`src/rtl/zigzag_runlevel_4x4.sv`:
```
// Zigzag scanner for a 4x4 quantized block: emits serial (run, level) pairs
// and the CAVLC TotalCoeff / TrailingOnes statistics of the block.
module zigzag_runlevel_4x4 #(
  parameter int unsigned BIT_LENGTH = 15
) (
  input  logic                  clk,
  input  logic                  reset,
  input  logic                  enable,
  input  logic                  in_valid,
  output logic                  in_ready,
  input  logic [BIT_LENGTH:0]   coeffs [16],
  output logic                  out_valid,
  input  logic                  out_ready,
  output logic [3:0]            out_run,
  output logic [BIT_LENGTH:0]   out_level,
  output logic                  out_last,
  output logic [4:0]            total_coeff,
  output logic [1:0]            trailing_ones,
  output logic                  block_done
);

  localparam int unsigned CW = BIT_LENGTH + 1;

  typedef enum logic [1:0] {IDLE, SCAN, DRAIN, DONE} state_t;

  // Raster index of each zigzag position.
  function automatic logic [3:0] zz_raster(input logic [3:0] pos);
    logic [3:0] r;
    case (pos)
      4'd0:    r = 4'd0;
      4'd1:    r = 4'd1;
      4'd2:    r = 4'd4;
      4'd3:    r = 4'd8;
      4'd4:    r = 4'd5;
      4'd5:    r = 4'd2;
      4'd6:    r = 4'd3;
      4'd7:    r = 4'd6;
      4'd8:    r = 4'd9;
      4'd9:    r = 4'd12;
      4'd10:   r = 4'd13;
      4'd11:   r = 4'd10;
      4'd12:   r = 4'd7;
      4'd13:   r = 4'd11;
      4'd14:   r = 4'd14;
      default: r = 4'd15;
    endcase
    return r;
  endfunction

  function automatic logic is_unit(input logic [BIT_LENGTH:0] c);
    return (c == CW'(1)) || (c == {CW{1'b1}});
  endfunction

  state_t               state;
  logic [BIT_LENGTH:0]  blk [16];
  logic [3:0]           idx;
  logic [3:0]           run;
  logic [3:0]           last_pos;

  logic [4:0]           tc_c;
  logic [1:0]           t1_c;
  logic [3:0]           lp_c;
  logic                 t1_stop_c;
  logic [BIT_LENGTH:0]  scan_coeff_c;
  logic                 advance_c;

  // Block statistics computed from the incoming block at acceptance.
  always_comb begin
    tc_c      = '0;
    lp_c      = '0;
    t1_c      = '0;
    t1_stop_c = 1'b0;
    for (int k = 0; k < 16; k++) begin
      if (coeffs[zz_raster(4'(k))] != '0) begin
        tc_c = tc_c + 5'd1;
        lp_c = 4'(k);
      end
    end
    // Trailing ones: reverse zigzag walk, stop at |level|>1 or a count of 3.
    for (int k = 15; k >= 0; k--) begin
      if (coeffs[zz_raster(4'(k))] != '0 && !t1_stop_c) begin
        if (is_unit(coeffs[zz_raster(4'(k))]) && t1_c != 2'd3)
          t1_c = t1_c + 2'd1;
        else
          t1_stop_c = 1'b1;
      end
    end
  end

  assign scan_coeff_c = blk[zz_raster(idx)];
  assign advance_c    = !out_valid || out_ready;
  assign in_ready     = reset && enable && (state == IDLE);

  always_ff @(posedge clk) begin
    if (!reset) begin
      state         <= IDLE;
      idx           <= '0;
      run           <= '0;
      last_pos      <= '0;
      out_valid     <= 1'b0;
      out_run       <= '0;
      out_level     <= '0;
      out_last      <= 1'b0;
      total_coeff   <= '0;
      trailing_ones <= '0;
      block_done    <= 1'b0;
      for (int i = 0; i < 16; i++) blk[i] <= '0;
    end else if (enable) begin
      block_done <= 1'b0;
      if (out_valid && out_ready) out_valid <= 1'b0;

      case (state)
        IDLE: begin
          if (in_valid) begin
            for (int i = 0; i < 16; i++) blk[i] <= coeffs[i];
            total_coeff   <= tc_c;
            trailing_ones <= t1_c;
            last_pos      <= lp_c;
            idx           <= '0;
            run           <= '0;
            state         <= (tc_c == 5'd0) ? DRAIN : SCAN;
          end
        end

        SCAN: begin
          // One position per cycle, only while the output register can take a pair.
          if (advance_c) begin
            if (scan_coeff_c != '0) begin
              out_valid <= 1'b1;
              out_run   <= run;
              out_level <= scan_coeff_c;
              out_last  <= (idx == last_pos);
              run       <= '0;
            end else begin
              run <= run + 4'd1;
            end
            idx <= idx + 4'd1;
            if (idx == last_pos) state <= DRAIN;
          end
        end

        DRAIN: begin
          if (advance_c) begin
            state      <= DONE;
            block_done <= 1'b1;
          end
        end

        default: begin
          state <= IDLE;
        end
      endcase
    end
  end

endmodule

```
`config.mk`:
```
export PLATFORM = sky130hd
export DESIGN_NAME = zigzag_runlevel_4x4
export DESIGN_NICKNAME = d
export VERILOG_FILES = /design/src/rtl/zigzag_runlevel_4x4.sv
export SDC_FILE = /design/constraint.sdc
export NUM_CORES = 1
export LEC_CHECK = 0
export BUFFER_PORTS_ARGS = -buffer_cell sky130_fd_sc_hd__buf_2
export CAP_MARGIN = 5
export CORE_MARGIN = 3
export CORE_UTILIZATION = 55
export CTS_BUF_LIST = sky130_fd_sc_hd__clkbuf_4 sky130_fd_sc_hd__clkbuf_8
export CTS_CLUSTER_SIZE = 14
export DETAILED_ROUTE_END_ITERATION = 7
export GPL_ROUTABILITY_DRIVEN = 0
export PLACE_DENSITY = 0.84
export SYNTH_ARGS = -nofsm -noshare
export SYNTH_HDL_FRONTEND = slang
export SYNTH_SLANG_ARGS = --single-unit
```
`constraint.sdc`:
```
create_clock -name clk -period 33.9 [get_ports clk]
set_input_delay 8.475 -clock clk [delete_from_list [all_inputs] [get_ports clk]]
set_output_delay 8.475 -clock clk [all_outputs]
set_load 0.1 [all_outputs]
```
==> flow_summary.toml <==
[outcome]
status = "complete, no violations"

[logic_synthesis]
ys_ff_latch = 304
syn_inst = 1491
synth_fp_nets = 1793
yosys.area_share.adder_pct = 2.89
synth_compound_area_share_pct = 5.52
synth_flop_cell = "edfxtp_1"
synth_warnings = 0
synth_edf_count = 256
ys_types = 81
async_flop_share_pct = 0
yosys-mux-area-fraction_pct = 12.2
synth_xor_area_share_pct = 4.60
synth-seq-area-share_pct = 48.6
synthSimpleGateAreaFrac_pct = 23.7
synth_top_family_by_area = "simple AND/OR/NAND/NOR gates"
avgSynthCellArea_um2 = 11.9
synth_area_um2 = 17800

[clocking]
cts_max_level = 2
clk_path_buf_depth = 3
cts_tree = "built"
hold_buffers = 0
cts_setup_buffers = 0
cts.sinks = 304
numCtsBuffers = 49
clkLatencyLatePin_ps = 590
cts-resized-gates = 0
clk_pin_slew_ps = 60
cts-root-buf = "clkbuf_8"

[cells_and_area]
layout.cells.non_filler = 2204
drive_above_1_share_pct = 28.7
syn_to_final_growth_pct = 15.5
nNetsFinal = 2054
n_fill_cell = 2342

[critical_path]
cp_max_fo = 5
cpMostUsedCell = "ha_1"
crit_path_end_kind = "flip-flop"
crit_arrival_ps = 24920
cp_top_family = "simple AND/OR/NAND/NOR gates"
critical_path_class = "in2reg"
critical_path_buf_inv_count = 4
startpoint_type = "primary input"
slowest_stage = "a2111oi_0"
slowest_delay_ps = 800
required_ps = 34380

[timing]
setup_violations = 0
clock_skew_ps = 23.4
max_clock_freq_mhz = 40.9
max-slew-margin-rel_pct = 24.2
worstMarginPinSlew_ps = 1140
finalHoldViolCount = 0
fin_crit_ps = 24440
rsz0062_at_grt = "false"
fin_crit_sh_pct = 72.1
tns_ps = 0
slew_viol_final = 0

[grt]
grt_pass1_wl_um = 81500
grt_pass1_vias = 13900
grt_overflow_total = 0
grt_max_degree = 173
grt_use_total_pct = 31.3
antenna_found_initial = 16

[placement]
portBuffers = 291
dp.cells = 2103
dp_hpwl_um = 41600

[die]
die-area_um2 = 34500
rows = 65
die_h_um = 186
io_pins = 292
core_area_um2 = 31700
initial_utilization_pct = 56.1
die_x_um = 186

[power]
p_per_area_nw_per_um2 = 43.7
leakage_nw = 8.46
ir_worst_vdd_uv = 23.4
finalPower_uw = 898

[detailed_routing]
num_vias = 14700
drc = 0
dr.pass1.iters = 6
drt_iter0_markers = 1945
vias_per_cell = 6.66
final_antenna_net_count = 0
drt_wl_total_um = 55500
wl_per_cell_um = 25.2

[run]
drv_cap = 0

[hold_path]
hp-class = "reg2reg"
[sequential cells by signal, indices dropped and copies added (netlist names), named ones only]
register / flops
run: 4
trailing_ones: 2
block_done: 1
idx: 4
total_coeff: 5
out_last: 1
out_run: 4
out_level: 16
out_valid: 1
state: 2
blk: 256
last_pos: 4
[final timing paths]
| check | startpoint | end | slack (ps) | cells past startpoint |
|---|---|---|---|---|
| worst max-delay path | coeffs[21] | trailing_ones[0] | 9460 | 72 |
| worst min-delay path | total_coeff[0] | total_coeff[0] | 470 | 2 |
| worst max register to register | state[1] | blk[2][7] | 29360 | 6 |
| worst min register to register | total_coeff[0] | total_coeff[0] | 470 | 2 |
[Yosys cell counts (6+ instances only)]
library cell  number  area, µm²
xnor2_2            9        146
inv_1             24       90.1
nor2_1            54        203
nand3_1           22        110
mux4_2            80       1800
xnor2_1           41        359
a21oi_1           36        180
xor2_1            16        140
a21boi_0           8       60.1
nor3b_1            8       60.1
or4_1             15        113
dfxtp_1           48        961
and3_1           166       1040
nor4_1            67        419
mux2i_1           31        310
ha_1              41        513
nor2b_1           30        188
nand4_1           77        482
nand2_1           62        233
o21ai_0           28        140
nor3_1            32        160
and4_1             6       52.6
edfxtp_1         256       7690
clkbuf_1          69        259
buf_1             13       48.8
and2_1           106        663
a31oi_1           11       68.8
nand2b_1          16        100
or2_2              7       43.8
[layout make-up]
| cell class | count | area, µm² | area share, % |
|---|---|---|---|
| clock inverters | 26 | 208 | 1.01 |
| inverters | 24 | 90.1 | 0.439 |
| well taps | 402 | 503 | 2.45 |
| diodes | 11 | 27.5 | 0.134 |
| multi-input cells | 1075 | 8720 | 42.4 |
| repair buffers | 298 | 1520 | 7.38 |
| flip-flops and latches | 304 | 8660 | 42.2 |
| clock buffers | 64 | 818 | 3.99 |
[report_power, final]
group | internal (mW) | total, mW | leakage (nW) | switching, mW
logic | 0.0409 | 0.114 | 4.84 | 0.0730
registers | 0.437 | 0.449 | 3.08 | 0.0113
clock network | 0.182 | 0.335 | 0.538 | 0.153
total | 0.660 | 0.898 | 8.46 | 0.237
[metal layers]
layer | GRT usage, % | wire length (µm) | up-vias
met4 | 16.0 | 3290 | 8
met5 | 0 | 56 | -
met2 | 50.0 | 26000 | 1068
met3 | 6.45 | 6250 | 220
met1 | 41.0 | 19900 | 7009
li1 | - | - | 6382
[worst register-to-register path, cell delays in order, from the launching register on]
cell and delay, ps:
dfxtp_1 340, inv_1 130, ha_1 270, nand3_1 390
nand2_4 890, buf_4 1040, buf_4 1060
[per-stage QoR]
| stage | hold WS (ps) | area [µm²] | utilization [%] | worst slack, ps |
|---|---|---|---|---|
| after CTS | 482 | 20500 | 64.7 | 10020 |
| final | 474 | 20500 | 64.7 | 9460 |
| after floorplan | 463 | 17800 | - | 11770 |
| after global placement | 459 | 19500 | 61.4 | 10770 |
| after global routing | 506 | 20500 | 64.7 | 8610 |
| after detailed placement | 472 | 19500 | 61.4 | 9480 |
[kinds of logic after synthesis]
family          count (synthesis)
simple gates                  698
flops                         304
compound gates                146
mux                           116
buf+inv                       112
xor+xnor                       74
fa+ha+maj                      41
[cells in the final DEF, fill, tap and decap left out, types with 15 or more instances in the layout]
master    synthesis  final
mux4_2           80     80
nor3_1           32     32
ha_1             41     41
and3_1          166    165
nor2_1           54     54
dfxtp_1          48     46
clkbuf_8          0     54
mux2i_1          31     31
nand3_1          22     22
xor2_1           16     16
o21ai_0          28     28
or4_1            15     15
nor2b_1          30     30
and2_1          106    106
nand4_1          77     77
edfxtp_1        256    256
nor4_1           67     66
inv_1            24     24
nand2b_1         16     16
nand2_1          62     61
xnor2_1          41     41
buf_2             3    290
a21oi_1          36     36
Note: power is estimated with default switching activity, not from simulation.
